<file path="src/rtl/serdes_hdr_err_inject.sv">
// 64b/66b sync-header error injector: random, burst and single-shot corruption with block/injection counters.
// Optional build macro SERDES_HDR_ERR_INJECT_DATA_CORRUPT_EN also flips one payload bit on every injected block.
module serdes_hdr_err_inject #(
    parameter int DATA_WIDTH  = 64,
    parameter int HDR_WIDTH   = 2,
    parameter int LFSR_WIDTH  = 32,
    parameter int BURST_WIDTH = 8
) (
    input  logic                   tx_clk,
    input  logic                   tx_rst,
    input  logic [DATA_WIDTH-1:0]  in_data,
    input  logic [HDR_WIDTH-1:0]   in_hdr,
    output logic [DATA_WIDTH-1:0]  out_data,
    output logic [HDR_WIDTH-1:0]   out_hdr,
    input  logic                   cfg_enable,
    input  logic [1:0]             cfg_mode,
    input  logic [LFSR_WIDTH-1:0]  cfg_threshold,
    input  logic [BURST_WIDTH-1:0] cfg_burst_len,
    input  logic [LFSR_WIDTH-1:0]  cfg_seed,
    input  logic                   cfg_seed_load,
    input  logic                   cfg_clear,
    input  logic                   trigger,
    output logic                   err_inj,
    output logic                   busy,
    output logic [31:0]            blk_count,
    output logic [31:0]            inj_count
);

    localparam logic [1:0] MODE_RANDOM = 2'd1;
    localparam logic [1:0] MODE_BURST  = 2'd2;
    localparam logic [1:0] MODE_SHOT   = 2'd3;

    // Right-shifting Galois taps for x^32 + x^22 + x^2 + x + 1.
    localparam logic [LFSR_WIDTH-1:0] LFSR_TAPS = LFSR_WIDTH'(32'h8020_0003);

    typedef enum logic [1:0] {
        ST_IDLE  = 2'd0,
        ST_BURST = 2'd1,
        ST_SHOT  = 2'd2
    } state_t;

    function automatic logic [31:0] sat_inc(input logic [31:0] v);
        return (v == 32'hFFFF_FFFF) ? v : v + 32'd1;
    endfunction

    function automatic logic [LFSR_WIDTH-1:0] lfsr_next(input logic [LFSR_WIDTH-1:0] v);
        return {1'b0, v[LFSR_WIDTH-1:1]} ^ (v[0] ? LFSR_TAPS : '0);
    endfunction

    // A valid header flips to the invalid code sharing its MSB; invalid codes map onto themselves.
    function automatic logic [HDR_WIDTH-1:0] corrupt_hdr(input logic [HDR_WIDTH-1:0] h);
        return {HDR_WIDTH{h[HDR_WIDTH-1]}};
    endfunction

    state_t                  r_state;
    state_t                  w_state_nxt;
    logic [BURST_WIDTH-1:0]  r_burst_cnt;
    logic [BURST_WIDTH-1:0]  w_burst_cnt_nxt;
    logic [LFSR_WIDTH-1:0]   r_lfsr;
    logic [DATA_WIDTH-1:0]   r_out_data;
    logic [HDR_WIDTH-1:0]    r_out_hdr;
    logic                    r_err_inj;
    logic [31:0]             r_blk_count;
    logic [31:0]             r_inj_count;

    logic                    w_fsm_inj;
    logic                    w_rand_inj;
    logic                    w_inj;
    logic [DATA_WIDTH-1:0]   w_data_flip;

    always_ff @(posedge tx_clk or negedge tx_rst) begin
        if (!tx_rst) begin
            r_state     <= ST_IDLE;
            r_burst_cnt <= '0;
        end else begin
            r_state     <= w_state_nxt;
            r_burst_cnt <= w_burst_cnt_nxt;
        end
    end

    // Losing enable or leaving the owning mode aborts without injecting in that cycle.
    always_comb begin
        w_state_nxt     = r_state;
        w_burst_cnt_nxt = r_burst_cnt;
        w_fsm_inj       = 1'b0;
        case (r_state)
            ST_IDLE: begin
                if (cfg_enable && trigger) begin
                    if (cfg_mode == MODE_BURST && cfg_burst_len != '0) begin
                        w_state_nxt     = ST_BURST;
                        w_burst_cnt_nxt = cfg_burst_len;
                    end else if (cfg_mode == MODE_SHOT) begin
                        w_state_nxt = ST_SHOT;
                    end
                end
            end
            ST_BURST: begin
                if (!cfg_enable || cfg_mode != MODE_BURST) begin
                    w_state_nxt = ST_IDLE;
                end else begin
                    w_fsm_inj = 1'b1;
                    if (r_burst_cnt == BURST_WIDTH'(1)) begin
                        w_state_nxt = ST_IDLE;
                    end else begin
                        w_burst_cnt_nxt = r_burst_cnt - 1'b1;
                    end
                end
            end
            ST_SHOT: begin
                w_state_nxt = ST_IDLE;
                if (cfg_enable && cfg_mode == MODE_SHOT) begin
                    w_fsm_inj = 1'b1;
                end
            end
            default: begin
                w_state_nxt = ST_IDLE;
            end
        endcase
    end

    // Random decision uses the LFSR value before this cycle's advance.
    assign w_rand_inj = (cfg_mode == MODE_RANDOM) && (r_lfsr < cfg_threshold);
    assign w_inj      = cfg_enable && (w_rand_inj || w_fsm_inj);

    always_ff @(posedge tx_clk or negedge tx_rst) begin
        if (!tx_rst) begin
            r_lfsr <= '1;
        end else if (cfg_seed_load) begin
            r_lfsr <= (cfg_seed == '0) ? LFSR_WIDTH'(1) : cfg_seed;
        end else if (cfg_enable) begin
            r_lfsr <= lfsr_next(r_lfsr);
        end
    end

`ifdef SERDES_HDR_ERR_INJECT_DATA_CORRUPT_EN
    always_comb begin
        w_data_flip = '0;
        if (w_inj) begin
            w_data_flip[r_lfsr[5:0]] = 1'b1;
        end
    end
`else
    assign w_data_flip = '0;
`endif

    always_ff @(posedge tx_clk or negedge tx_rst) begin
        if (!tx_rst) begin
            r_out_data <= '0;
            r_out_hdr  <= '0;
            r_err_inj  <= 1'b0;
        end else begin
            r_out_data <= in_data ^ w_data_flip;
            r_out_hdr  <= w_inj ? corrupt_hdr(in_hdr) : in_hdr;
            r_err_inj  <= w_inj;
        end
    end

    // Injections are counted off the registered flag so a clear in the same cycle wins.
    always_ff @(posedge tx_clk or negedge tx_rst) begin
        if (!tx_rst) begin
            r_blk_count <= '0;
            r_inj_count <= '0;
        end else if (cfg_clear) begin
            r_blk_count <= '0;
            r_inj_count <= '0;
        end else begin
            r_blk_count <= sat_inc(r_blk_count);
            if (r_err_inj) begin
                r_inj_count <= sat_inc(r_inj_count);
            end
        end
    end

    assign out_data  = r_out_data;
    assign out_hdr   = r_out_hdr;
    assign err_inj   = r_err_inj;
    assign busy      = (r_state != ST_IDLE);
    assign blk_count = r_blk_count;
    assign inj_count = r_inj_count;

endmodule

</file>
<file path="config.mk">
export PLATFORM = sky130hd
export DESIGN_NAME = serdes_hdr_err_inject
export DESIGN_NICKNAME = d
export VERILOG_FILES = /design/src/rtl/serdes_hdr_err_inject.sv
export SDC_FILE = /design/constraint.sdc
export NUM_CORES = 1
export LEC_CHECK = 0
export ABC_AREA = 1
export BUFFER_PORTS_ARGS = -buffer_cell sky130_fd_sc_hd__buf_2
export CORE_ASPECT_RATIO = 1.1
export CORE_MARGIN = 3
export CORE_UTILIZATION = 30
export DETAILED_ROUTE_END_ITERATION = 10
export GPL_ROUTABILITY_DRIVEN = 0
export HOLD_SLACK_MARGIN = 0.15
export PLACE_DENSITY = 0.6
export SLEW_MARGIN = 10
export SYNTH_ARGS = -nofsm -noshare
export SYNTH_HDL_FRONTEND = slang
export SYNTH_SLANG_ARGS = --single-unit
export TNS_END_PERCENT = 1
</file>
<file path="constraint.sdc">
create_clock -name tx_clk -period 1.85 [get_ports tx_clk]
set_clock_uncertainty 0.1 [all_clocks]
set_input_delay 0.2775 -clock tx_clk [delete_from_list [all_inputs] [get_ports tx_clk]]
set_output_delay 0.2775 -clock tx_clk [all_outputs]
set_load 0.02 [all_outputs]
</file>
==> flow_summary.ini <==
[outcome]
status = finished with violations
violations = negative setup slack

[drt]
wl_per_cell_um = 15.5
vias = 8958
routed_wirelength_um = 29400
avgViaCountPerCell = 4.70
antenna_left = 0
drt-pass1-iter-count = 5
drt-initial-drc-count = 450
drc_errors = 0

[clock_tree]
clk_pin_slew_ns = 0.08
cts_max_path_buffers = 2
cts_sinks = 173
htreeDepth = 4
numCtsBuffers = 17
cts_tree = done
root_buffer = clkbuf_16
clk_latency_ns = 0.44

[global_route]
use_met1 = 0.244
grt_pass1_vias = 8958
grt.total_usage = 0.185
use_met3 = 0.0348
grt_overflow_total = 0
grt_antenna_before_repair = 2
grt_max_degree = 45
grt_first_pass_wirelength_um = 46500
busiest_layer = met2
grt.met2_usage = 0.310

[job]
maxCapViolCount = 0

[worst_setup_path]
end_kind = flip-flop
critPathKind = flip-flop to flip-flop
worst_path_largest_cell_delay_ns = 0.55
crit_required_ns = 2.07
cp_slowest_cell = dfstp_2
crit_path_start_kind = flip-flop
cp_common_cell = nand2_1
path_cells = ha_1 -> nand2_1 -> inv_1 -> nor3_1 -> nand2_1 -> nand2_1 -> nand2_2 -> nand2_1 -> nand2_1 -> nand2_1 -> nand2_1 -> nand2_1 -> nand2_1
worst-path-max-fanout = 2
arrival_ns = 2.07

[sta]
report.final.slew_viol_count = 0
finalWorstSetupSlack_ns = -0.00102
setup_viol = 1
relSlewSlack = 0.711
hold_viol = 0
period_minus_slack_ns = 1.85
grt_setup_unrepaired = yes
fmax_ghz = 0.540
timing.final.crit_share = 1.00
tightest_slew_ns = 0.432

[power]
vdd_ir_drop_max_mv = 0.478
total_power_uw = 10100
power_density_nw_per_um2 = 753
power.leakage_uw = 0.00652

[synthesis]
synth_top_cell_by_area = dfrtp_1
synthTopCellsByArea = dfrtp_1 (40%), dfstp_2 (9.6%), nand2_1 (8.8%)
netlist_area_um2 = 8770
synth_top_area_frac = 0.402
synth_nets = 1216
yosysSeqAreaShare = 0.498
ys_types = 37
syn_area_per_cell_um2 = 8.50
yosys_warnings = 0
synth-seq-cells = 173
synth_cells = 1032

[finish]
layout_common_cells = buf_2 (276), nand2_1 (200), inv_1 (141)
area_growth_pct = 53.0
finalNonFillerCells = 1904
layout-drive-gt1-share = 0.357
fin_nets = 1707
fillers = 2762
layout.cells.most_common = buf_2
antennaDiodeCount = 0

[floorplanning]
core.rowCount = 65
chipWidth_um = 169
die_height_um = 185
initial_core_util = 0.305
fp.dieArea_um2 = 31300
coreArea_um2 = 28700
io-pin-count = 278

[place]
port_buffers = 277
place_inst = 1752
dp_hpwl_um = 21800

[hold_path]
hp-class = primary input to flip-flop
==> sequential cells by signal, indices dropped and copies added (netlist names) <==
name and cells:
r_lfsr 32, blk_count 32, out_data 64, r_state 2, inj_count 32, r_burst_cnt 8
err_inj 1, out_hdr 2
==> routing by layer <==
layer,routed length (µm),share of wire
met5,15,0.00051
met4,525,0.018
met3,1410,0.048
met2,14600,0.50
met1,12900,0.44
==> stage by stage <==
step / setup TNS (ns) / util / cell area (µm²) / setup slack (ns) / hold WS [ns]
after CTS: -0.0193 / 0.460 / 13200 / -0.0193 / -0.0602
after global routing: -0.801 / 0.467 / 13400 / -0.174 / 0.194
after global placement: -0.0237 / 0.396 / 11400 / -0.0198 / 0.119
after detailed placement: -0.0374 / 0.396 / 11400 / -0.0278 / 0.122
final: -0.00102 / 0.467 / 13400 / -0.00102 / 0.188
after floorplan: -0.0520 / - / 8800 / -0.0114 / -0.118
==> power breakdown <==
| part | leakage (µW) | internal (µW) | total [µW] | switching (µW) |
|---|---|---|---|---|
| logic | 0.00411 | 915 | 2100 | 1190 |
| registers | 0.00212 | 4120 | 4300 | 188 |
| clock network | 0.000293 | 1850 | 3690 | 1850 |
| total | 0.00652 | 6880 | 10100 | 3220 |
==> cells in the mapped netlist, drive strengths merged <==
cell and count:
a21oi 52, a221oi 2, a31oi 7, and2 2, buf 10, clkbuf 15, clkinv 1, dfrtp 141
dfstp 32, ha 38, inv 150, nand2 212, nand3 52, nand4 36, nor2 85, nor3 36
nor4 17, o211ai 4, o21a 1, o21ai 58, o221ai 1, o22ai 25, o31ai 18, or2 11
xnor2 10, xor2 16
==> area by class of cell <==
class | instances | area, µm² | area share
clock buffers | 17 | 425 | 0.0317
clock inverters | 15 | 188 | 0.0140
inverters | 151 | 567 | 0.0423
multi-input cells | 683 | 3970 | 0.296
flip-flops and latches | 173 | 4380 | 0.327
well taps | 368 | 460 | 0.0343
repair buffers | 496 | 3410 | 0.254
repair inverters | 1 | 7.51 | 0.000560
==> kinds of logic (layout without fill, tap and decap cells) <==
| logic type | Yosys count | after routing | share of synthesized area |
|---|---|---|---|
| buf+inv | 176 | 680 | 0.0781 |
| fa+ha+maj | 38 | 38 | 0.0542 |
| flops | 173 | 173 | 0.498 |
| xor+xnor | 26 | 26 | 0.0260 |
| compound gates | 168 | 168 | 0.108 |
| simple gates | 451 | 451 | 0.235 |
==> final timing paths <==
path | slack, ns | to | from | cells after the start
min in group asynchronous | 0.22 | blk_count[3] | tx_rst | 2
min reg2reg | 0.42 | r_lfsr[2] | r_lfsr[2] | 2
max reg2reg | -0.001 | out_hdr[0] | r_lfsr[7] | 13
min | 0.19 | r_state[0] | cfg_mode[0] | 6
max in group asynchronous | 0.77 | r_lfsr[14] | tx_rst | 3
max | -0.001 | out_hdr[0] | r_lfsr[7] | 13
==> critical path: cells and delay by family, from the launching register on <==
family	cells	cell delay, ns
AND/OR/NAND/NOR	11	0.83
buffers and inverters	1	0.04
flip-flops	1	0.55
adder cells (fa/ha/maj)	1	0.24
==> repair_timing <==
action | CTS | global route
pin swaps | 7 | 13
hold endpoints to repair | 249 | 1
gates resized for setup | 13 | 57
hold buffers | 114 | 1
endpoints found under the setup margin | 7 | 66
cloned | 1 | 0
setup buffers | 3 | 1
Note: power is estimated with default switching activity, not from simulation.
